### config.mk
export PLATFORM = sky130hd
export DESIGN_NAME = cpu_reg_slave
export DESIGN_NICKNAME = d
export VERILOG_FILES = /design/src/rtl/cpu_reg_slave.sv
export SDC_FILE = /design/constraint.sdc
export NUM_CORES = 1
export LEC_CHECK = 0
export CAP_MARGIN = 40
export CORE_AREA = 5 5 239 241
export CTS_BUF_LIST = sky130_fd_sc_hd__clkbuf_4
export DETAILED_ROUTE_END_ITERATION = 12
export DIE_AREA = 0 0 244 246
export HOLD_SLACK_MARGIN = 0.03
export PLACE_DENSITY_LB_ADDON = 0.05
export SETUP_SLACK_MARGIN = 0.02
export SLEW_MARGIN = 25
export SYNTH_ARGS = -nofsm -noshare
export SYNTH_HDL_FRONTEND = slang
export SYNTH_SLANG_ARGS = --single-unit
### constraint.sdc
create_clock -name clk -period 15.7 [get_ports clk]
set_input_delay 3.14 -clock clk [delete_from_list [all_inputs] [get_ports clk]]
set_output_delay 3.14 -clock clk [all_outputs]
set_load 0.03 [all_outputs]
### src/rtl/cpu_reg_slave.sv
// CPU-bus register slave: flat register bank with wait states, read-only
// status registers, write strobes, master abort and error responses.
module cpu_reg_slave #(
  parameter int unsigned          DATA_W      = 32,
  parameter int unsigned          ADDR_W      = 30,
  parameter int unsigned          NUM_REGS    = 8,
  parameter int unsigned          BASE_ADDR   = 0,
  parameter int unsigned          WAIT_STATES = 2,
  parameter logic [NUM_REGS-1:0]  RO_MASK     = '0
) (
  input  logic                         clk,
  input  logic                         reset,
  input  logic                         timeout,
  input  logic                         read,
  input  logic                         write,
  input  logic [DATA_W-1:0]            write_data,
  input  logic [ADDR_W-1:0]            address,
  output logic [DATA_W-1:0]            read_data,
  output logic                         access_complete,
  output logic                         invalid_address,
  output logic                         invalid_access,
  input  logic [NUM_REGS*DATA_W-1:0]   status_in,
  output logic [NUM_REGS*DATA_W-1:0]   reg_q,
  output logic [NUM_REGS-1:0]          reg_wr
);

  localparam int unsigned       IDX_W    = (NUM_REGS > 1) ? $clog2(NUM_REGS) : 1;
  localparam logic [ADDR_W+1:0] BASE_W   = (ADDR_W+2)'(BASE_ADDR);
  localparam logic [ADDR_W+1:0] END_W    = (ADDR_W+2)'(BASE_ADDR + NUM_REGS);
  localparam logic [3:0]        CNT_LOAD = (WAIT_STATES == 0) ? 4'd0 : 4'(WAIT_STATES - 1);

  typedef enum logic [1:0] {S_IDLE, S_WAIT, S_RESP, S_DONE} state_t;

  state_t            state;
  logic [3:0]        cnt;
  logic [DATA_W-1:0] regs [NUM_REGS];

  logic [IDX_W-1:0]  cap_idx;
  logic              cap_write;
  logic [DATA_W-1:0] cap_wdata;

  logic [ADDR_W+1:0] addr_ext;
  logic              req;
  logic [IDX_W-1:0]  dec_idx;
  logic              addr_bad;
  logic              acc_bad;
  logic              fire;
  logic [IDX_W-1:0]  op_idx;
  logic              op_write;
  logic [DATA_W-1:0] op_wdata;
  logic [DATA_W-1:0] op_rdata;

  // The access executes on a single edge: directly from IDLE when there are
  // no wait states, otherwise from WAIT using the values captured at decode.
  always_comb begin
    addr_ext = {2'b00, address};
    req      = read | write;
    dec_idx  = IDX_W'(addr_ext - BASE_W);
    addr_bad = (addr_ext < BASE_W) || (addr_ext >= END_W);
    acc_bad  = (read && write) || (write && RO_MASK[dec_idx]);
    if (state == S_IDLE) begin
      op_idx   = dec_idx;
      op_write = write;
      op_wdata = write_data;
    end else begin
      op_idx   = cap_idx;
      op_write = cap_write;
      op_wdata = cap_wdata;
    end
    fire = ((state == S_IDLE) && req && !addr_bad && !acc_bad && (WAIT_STATES == 0)) ||
           ((state == S_WAIT) && !timeout && (cnt == 4'd0));
    op_rdata = RO_MASK[op_idx] ? status_in[int'(op_idx)*DATA_W +: DATA_W] : regs[op_idx];
  end

  always_comb begin
    reg_q = '0;
    for (int unsigned i = 0; i < NUM_REGS; i++)
      reg_q[i*DATA_W +: DATA_W] = RO_MASK[i] ? '0 : regs[i];
  end

  always_ff @(posedge clk or posedge reset) begin
    if (reset) begin
      state           <= S_IDLE;
      cnt             <= '0;
      cap_idx         <= '0;
      cap_write       <= 1'b0;
      cap_wdata       <= '0;
      read_data       <= '0;
      access_complete <= 1'b0;
      invalid_address <= 1'b0;
      invalid_access  <= 1'b0;
      reg_wr          <= '0;
      for (int unsigned i = 0; i < NUM_REGS; i++)
        regs[i] <= '0;
    end else begin
      access_complete <= 1'b0;
      invalid_address <= 1'b0;
      invalid_access  <= 1'b0;
      reg_wr          <= '0;
      read_data       <= '0;
      case (state)
        S_IDLE: begin
          if (req) begin
            cap_idx   <= dec_idx;
            cap_write <= write;
            cap_wdata <= write_data;
            cnt       <= CNT_LOAD;
            if (addr_bad) begin
              state           <= S_RESP;
              access_complete <= 1'b1;
              invalid_address <= 1'b1;
            end else if (acc_bad) begin
              state           <= S_RESP;
              access_complete <= 1'b1;
              invalid_access  <= 1'b1;
            end else if (WAIT_STATES != 0) begin
              state <= S_WAIT;
            end
          end
        end
        S_WAIT: begin
          if (timeout)
            state <= S_DONE;
          else if (cnt != 4'd0)
            cnt <= cnt - 4'd1;
        end
        S_RESP: state <= S_DONE;
        S_DONE: if (!req) state <= S_IDLE;
        default: state <= S_IDLE;
      endcase
      if (fire) begin
        state           <= S_RESP;
        access_complete <= 1'b1;
        if (op_write) begin
          regs[op_idx]   <= op_wdata;
          reg_wr[op_idx] <= 1'b1;
        end else begin
          read_data <= op_rdata;
        end
      end
    end
  end

endmodule

==> results of run 1 <==
## routing by layer
layer  vias up  GRT usage  routed length (microns)
met5         -          0                       26
met4         4     0.0582                     1200
met3        78     0.0647                     4550
met2       379      0.311                    27700
met1      6029      0.252                    26200
li1       5249          -                        -
## power by group
part | switching, mW | internal (mW) | leakage, nW
combinational | 0.890 | 0.478 | 4.22
sequential | 0.115 | 1.03 | 4.68
clock | 0.398 | 0.469 | 0.760
## registers in the layout (all words and copies together) (netlist names), 2 cells and up
| register | flops |
|---|---|
| reg_q | 256 |
| cap_idx | 3 |
| state | 2 |
| reg_wr | 8 |
| cap_wdata | 32 |
| cnt | 4 |
| read_data | 32 |
## critical path, cell delays in order
cell	delay (ns)
clkdlybuf4s50_1	0.61
mux2_4	0.69
nand4_4	0.30
nor2_4	0.42
buf_4	0.61
mux2_2	0.40
## worst max-delay path by stage
| stage | cells after the start | to | slack, ns | startpoint |
|---|---|---|---|---|
| 6_report | 6 | reg_q[48] | 10.16 | address[0] |
| 4_1_cts | 7 | read_data[13] | 10.21 | address[0] |
| 3_3_place_gp | 5 | reg_q[226] | 9.00 | address[1] |
| 3_5_place_dp | 7 | read_data[13] | 9.29 | address[0] |
| 2_1_floorplan | 1 | access_complete | 3.11 | reset |
| 5_1_grt | 7 | read_data[13] | 10.09 | address[0] |
## placed cells by master (no fill, tap or decap), types with 3 or more instances in the layout
master / synthesis / routed
clkdlybuf4s50_1: 0 / 365
dfrtp_1: 341 / 341
nand2_1: 250 / 248
mux2_2: 230 / 229
clkbuf_4: 0 / 153
mux2_1: 67 / 67
mux2i_1: 34 / 33
a31oi_1: 24 / 24
nand3_1: 24 / 23
a32oi_1: 23 / 21
and3_1: 21 / 21
buf_4: 18 / 16
o21ai_0: 16 / 15
clkinv_1: 0 / 15
o22ai_1: 12 / 12
inv_1: 12 / 11
nor3_1: 11 / 10
o221ai_1: 9 / 9
nor2_1: 8 / 7
a21oi_1: 7 / 7
a32o_1: 8 / 7
nor2_4: 3 / 6
nor4_1: 6 / 6
buf_12: 0 / 6
diode_2: 0 / 3
nand4_4: 2 / 3
or3b_1: 3 / 3
a221oi_1: 3 / 3
ha_1: 4 / 3
## cell type report
type / count / share of cell area
well taps: 704 / 0.0420
diodes: 3 / 0.000358
repair buffers: 391 / 0.190
inverters: 12 / 0.00251
multi-input cells: 793 / 0.298
clock buffers: 153 / 0.0548
flip-flops and latches: 341 / 0.407
clock inverters: 18 / 0.00573
## logic make-up after synthesis
| logic type | count (synthesis) | share of synthesized area |
|---|---|---|
| multiplexers | 331 | 0.243 |
| flip-flops | 341 | 0.563 |
| adder cells (fa/ha/maj) | 4 | 0.00330 |
| AND/OR/NAND/NOR | 344 | 0.103 |
| buffers and inverters | 88 | 0.0316 |
| AO/OA/AOI/OAI | 114 | 0.0549 |
## through the flow
| step | worst slack [ns] | utilization | std cells | instance area, sq um |
|---|---|---|---|---|
| floorplan | 3.11 | - | 1222 | 15100 |
| global placement | 9.00 | 0.357 | 2232 | 19500 |
| detailed placement | 9.29 | 0.360 | 2241 | 19700 |
| CTS | 10.21 | 0.383 | 2412 | 20900 |
| global route | 10.09 | 0.383 | 2414 | 21000 |
| finish | 10.16 | 0.383 | 2415 | 21000 |
==> run summary, run 1 <==
CTS sink cnt = 341
Synth top area share = 0.563
Crit start category = primary input
Die width = 244 microns
Sequential cell area = 8530 sq um
Crit share post-route = 0.353
Total Nets Final = 1968
Pwr Total = 3.38 mW
Via Count = 11700
Yosys warning total = 0
Cell count after synthesis = 1222
TNS Setup = 0 ns
Avg Synthesized Cell Area = 12.4 sq um
Clk_skew = 0.0347 ns
Hold_sp = cap_wdata[2]
Setup violators final = 0
Critical path required time = 16.37 ns
Post-Syn Area = 15100 sq um
Dominant cell type by area after synthesis = dfrtp_1
Total gr overflow = 0
Most frequent cell after synthesis = dfrtp_1
Die ar. = 60000 sq um
Cell variety after synth = 51
Async SR Flop Fraction = 1.00
Syn nets = 1549
Hold-fix buffers, CTS = 0
Cell Rows = 86
Post-route DRC violation count = 0
CTS Root Cell = clkbuf_4
Leakage power = 9.66 nW
Post-route ant nets = 0
WS Path Type = in2reg
# IOs = 622
Max-slew violations = 0
Core area = 54700 sq um
Hold slack = 0.470 ns
Critical path arrival = 6.21 ns
PortBufs = 365
WL/cell = 24.7 microns
Pre-antenna DRT Iters = 5
Total track usage = 0.194
GPL Wtd Cong = 0.728
Max-Cap Viols = 0
Most frequent cells after synthesis = dfrtp_1, nand2_1, mux2_2, mux2_1, mux2i_1
Initial core utilization = 0.277
Post-synth EDFFs = 0
Critical path fanouts, max = 48
Slew HR = 0.367
Vias per cell = 4.86
Vias in the first global route = 12400
Hold WC Path Type = reg2reg
Routed WL = 59700 microns
DRT iter0 DRCs = 469
Initial antenna violation count = 5
Top cells by area, synth = dfrtp_1, mux2_2, nand2_1
RSZ-0062 raised after global routing = no
Largest net degree at the start of global routing = 158
Clock buffer depth = 3
Hold depth = 2
PwrDens = 161 nW/um^2
RR Endpoint = reg_q[209]
Main synth FF type = dfrtp_1
PostCTS Resize Cnt = 0
Critical Path Sink Type = flip-flop
Seq cells post-synth = 341
Layout cells sized above 1 = 0.257
Endpoints failing hold = 0
# fillers = 5356
Hold endpoint = cap_wdata[2]
Skew-Pair Late Insertion Delay = 0.81 ns
R2R depth = 8
Fin crit period = 5.54 ns
Clock transition at path regs = 0.06 ns
Setup slack, reg-to-reg = 11.91 ns
Least-Margin Pin Slew = 0.950 ns
DP Wirelength = 39400 microns
CTS tree = built
Die H = 246 microns
First-pass GRT wire length = 87000 microns
Fmax = 180 MHz
Multi-input logic area = 6240 sq um
Post-synthesis sequential area ratio = 0.563
Post-CTS setup repair buffer count = 0
Layout area overhead = 38.4%
Worst r2r src = state[1]
Worst VDD drop = 0.0926 mV
CTS buffer count = 102
Status = complete, no violations
Htree depth = 3
No activity file was read; power rests on OpenSTA's default activity.
==> inputs of run 2 (changes only) <==
- clock period: 15.7 -> 4.7 ns (I/O delays scaled with it)
==> run summary, run 2 (same netlist as run 1, synthesis figures left out) <==
Status = complete, no violations
Clock transition at path regs = 0.06 ns
Most common cell after layout, fill and taps aside = clkdlybuf4s50_1
Hold-fix buffers, CTS = 0
Die width = 244 microns
Leakage power = 9.72 nW
Layout cells sized above 1 = 0.259
Hold_sp = cap_wdata[29]
Setup slack, reg-to-reg = 1.57 ns
WL/cell = 24.8 microns
Cell Rows = 86
Critical path required time = 5.36 ns
DP Wirelength = 38800 microns
Hold slack = 0.469 ns
Via Count = 11800
Max-slew violations = 0
Core area = 54700 sq um
Vias per cell = 4.84
Die H = 246 microns
Pre-antenna DRT Iters = 5
GPL Wtd Cong = 0.755
Least-Margin Pin Slew = 0.840 ns
Total Nets Final = 1972
Total gr overflow = 0
TNS Setup = 0 ns
Post-route ant nets = 0
Clk_skew = 0.0731 ns
Dpl cells = 2245
Total track usage = 0.197
PortBufs = 365
Final WS setup = 1.57 ns
CTS Root Cell = clkbuf_4
Critical Path Sink Type = flip-flop
CTS tree = built
Slew HR = 0.440
Post-CTS setup repair buffer count = 0
Crit start category = flip-flop
Max-Cap Viols = 0
Critical path fanouts, max = 35
WS Path Type = reg2reg
First-pass GRT wire length = 87600 microns
CTS sink cnt = 341
Hold WC Path Type = reg2reg
Critical path arrival = 3.79 ns
Initial core utilization = 0.277
Fmax = 319 MHz
Hold depth = 2
Pre-CTS setup slack = 1.09 ns
RR Endpoint = reg_q[126]
RSZ-0062 raised after global routing = no
Fin crit period = 3.13 ns
Final std cells w/o fill = 2430
Htree depth = 3
# IOs = 622
Initial antenna violation count = 7
PwrDens = 541 nW/um^2
# fillers = 5411
Routed WL = 60200 microns
Endpoints failing hold = 0
Max reg flops = 256
Setup violators final = 0
Most frequent cells in the layout = clkdlybuf4s50_1, dfrtp_1, nand2_1
Clock buffer depth = 3
Largest net degree at the start of global routing = 112
R2R depth = 7
Vias in the first global route = 12500
DRT iter0 DRCs = 482
Post-route DRC violation count = 0
PostCTS Resize Cnt = 0
Crit share post-route = 0.667
Hold endpoint = cap_wdata[29]
Worst r2r src = state[1]
Worst VDD drop = 0.451 mV
CTS buffer count = 102
Die ar. = 60000 sq um
Skew-Pair Late Insertion Delay = 0.84 ns
Layout area overhead = 39.3%
-- run 2: how the worst max path moves through the flow --
stage | endpoint | from
4_1_cts | reg_q[126] | state[1]
2_1_floorplan | access_complete | reset
3_5_place_dp | reg_q[113] | write
3_3_place_gp | reg_q[113] | write
6_report | reg_q[126] | state[1]
5_1_grt | reg_q[126] | state[0]
-- run 2: final cells by class --
class / instances / area (sq um) / share of cell area
flip-flops and latches: 341 / 8530 / 0.404
multi-input cells: 793 / 6240 / 0.296
repair buffers: 395 / 4050 / 0.192
clock buffers: 154 / 1160 / 0.0548
well taps: 704 / 881 / 0.0417
clock inverters: 27 / 185 / 0.00878
inverters: 12 / 48.8 / 0.00231
diodes: 4 / 10.0 / 0.000474
-- run 2: per-stage QoR --
| step | total power [mW] | util | area, sq um |
|---|---|---|---|
| finish | 11.4 | 0.386 | 21100 |
| detailed placement | 8.52 | 0.361 | 19800 |
| floorplan | 6.48 | - | 15100 |
| global placement | 8.46 | 0.360 | 19700 |
| global route | 12.1 | 0.386 | 21100 |
| CTS | 11.6 | 0.386 | 21100 |
-- run 2: where the power goes --
group | leakage, nW | total [mW] | internal (mW) | switching, mW
clock | 0.794 | 3.01 | 1.65 | 1.36
sequential | 4.68 | 3.80 | 3.43 | 0.379
combinational | 4.24 | 4.61 | 1.63 | 2.98
total | 9.72 | 11.4 | 6.70 | 4.72
-- run 2: layer usage --
| layer | share of wire | up-vias | track usage | routed length, microns |
|---|---|---|---|---|
| li1 | - | 5272 | - | - |
| met1 | 0.44 | 6038 | 0.254 | 26500 |
| met2 | 0.47 | 360 | 0.316 | 28100 |
| met3 | 0.073 | 87 | 0.0657 | 4410 |
| met4 | 0.020 | 6 | 0.0596 | 1180 |
| met5 | 0.00066 | - | 0 | 40 |
-- run 2: worst max-delay path, stage by stage (launching register included) --
cell     delay [ns]
dfrtp_1        0.40
inv_1          0.12
ha_4           0.54
mux2_2         0.40
nand4_4        0.21
nor2_4         0.66
buf_12         0.29
mux2_2         0.35
==> inputs of run 3 (changes only) <==
- clock period: 4.7 -> 2.9 ns (I/O delays scaled with it)
==> run summary, run 3 (same netlist as run 1, synthesis figures left out) <==
Status = complete, no violations
Hold WC Path Type = in2async
# IOs = 622
Cell Rows = 86
Slew HR = 0.552
Core area = 54700 sq um
GPL Wtd Cong = 0.763
Fin crit period = 2.58 ns
Met2 usage = 0.308
Crit path cell chain = clkdlybuf4s50_1
Max-slew violations = 0
Least-Margin Pin Slew = 0.672 ns
Setup violators final = 0
Layout area overhead = 40.8%
Post-CTS setup repair buffer count = 0
Grt peak-use layer = met2
Die width = 244 microns
Final std cells w/o fill = 2455
Hold-fix buffers, CTS = 0
Max-Cap Viols = 0
Critical path required time = 2.32 ns
Initial antenna violation count = 6
CTS tree = built
Worst VDD drop = 0.444 mV
Slowest stage delay, CP = 0.81 ns
Total gr overflow = 0
Leakage power = 9.83 nW
PwrDens = 862 nW/um^2
Via Count = 11800
CTS sink cnt = 341
Dpl cells = 2271
Die H = 246 microns
CP max stage cell = clkdlybuf4s50_1
TNS Setup = 0 ns
Routed WL = 60000 microns
Crit path buffers/inverters = 1
Crit start category = flip-flop
Critical path arrival = 2.00 ns
Post-route ant nets = 0
WS Path Type = reg2out
Max reg flops = 256
PostCTS Resize Cnt = 0
Vias in the first global route = 12300
Vias per cell = 4.80
CTS Root Cell = clkbuf_4
Clk_skew = 0.0653 ns
Layout cells sized above 1 = 0.269
Clock buffer depth = 3
Crit share post-route = 0.890
CP top delay family = buffers and inverters
Most frequent cells in the layout = clkdlybuf4s50_1, dfrtp_1, nand2_1
DRT iter0 DRCs = 539
RSZ-0062 raised after global routing = no
Die ar. = 60000 sq um
PortBufs = 365
First-pass GRT wire length = 87300 microns
Fmax = 387 MHz
# fillers = 5456
Pre-antenna DRT Iters = 5
Endpoints failing hold = 0
Post-DP Area = 20100 sq um
WL/cell = 24.4 microns
Routing usage on met3 = 0.0672
Post-route DRC violation count = 0
Most common cell after layout, fill and taps aside = clkdlybuf4s50_1
Fin area = 21300 sq um
Critical path fanouts, max = 3
Htree depth = 3
Largest net degree at the start of global routing = 114
Met1 usage = 0.257
Total Nets Final = 1997
Critical Path Sink Type = output pin
Initial core utilization = 0.277
Clock transition at path regs = 0.06 ns
Skew-Pair Late Insertion Delay = 0.84 ns
CTS buffer count = 101
DP Wirelength = 40700 microns
Total track usage = 0.196
-- run 3: cell types whose count changed in the layout (fill, tap and decap cells not counted), sizes merged --
cell | before | now
diode | 4 | 2
buf | 30 | 56
bufinv | 3 | 0
clkbuf | 154 | 155
clkinv | 22 | 26
inv | 13 | 12
-- run 3: where the power goes --
part | total, mW | internal, mW | switching [mW]
Combinational | 7.63 | 2.79 | 4.84
Clock | 4.58 | 2.41 | 2.17
Sequential | 6.17 | 5.55 | 0.618
-- run 3: worst register-to-register path: stages (launching register included) --
cell     delay (ns)
dfrtp_1        0.41
inv_1          0.13
ha_4           0.32
buf_4          0.50
mux2i_1        0.34
nand3_2        0.13
buf_4          0.27
a31oi_1        0.18
and3_1         0.22
-- run 3: area by class of cell --
cell class | instances | area (sq um) | share of cell area
multi-input combinational | 793 | 6240 | 0.293
antenna | 2 | 5.00 | 0.000235
tap | 704 | 881 | 0.0413
timing repair buffer | 421 | 4350 | 0.204
clock inverter | 27 | 106 | 0.00499
sequential | 341 | 8530 | 0.400
clock buffer | 155 | 1160 | 0.0546
inverter | 12 | 48.8 | 0.00229
-- run 3: path summary, 6_finish.rpt --
check | from | endpoint | slack (ns) | cells past startpoint
max | reg_q[45] | reg_q[45] | 0.32 | 1
min | reset | reg_q[90] | 0.30 | 3
max reg2reg | state[1] | read_data[16] | 0.35 | 8
min reg2reg | cap_wdata[9] | cap_wdata[9] | 0.47 | 2
max in group asynchronous | reset | cap_wdata[22] | 1.94 | 4
min in group clk | write_data[31] | cap_wdata[31] | 0.31 | 3
-- run 3: through the flow --
step | setup WS (ns) | power (mW) | hold WS, ns | util
after detailed placement | -0.0130 | 14.0 | 0.458 | 0.367
after global placement | -0.0116 | 13.9 | 0.456 | 0.367
after floorplan | -2.24 | 10.5 | 0.442 | -
final | 0.318 | 18.4 | 0.300 | 0.390
after CTS | 0.207 | 18.7 | 0.202 | 0.390
after global routing | 0.170 | 19.5 | 0.254 | 0.390
-- run 3: routing by layer --
metal  vias to the layer above  routed length, microns  part of all wire
li1                       5331                       -                 -
met1                      6006                   26700              0.44
met2                       345                   27500              0.46
met3                        88                    4520             0.075
met4                         8                    1300             0.022
met5                         -                      50           0.00083
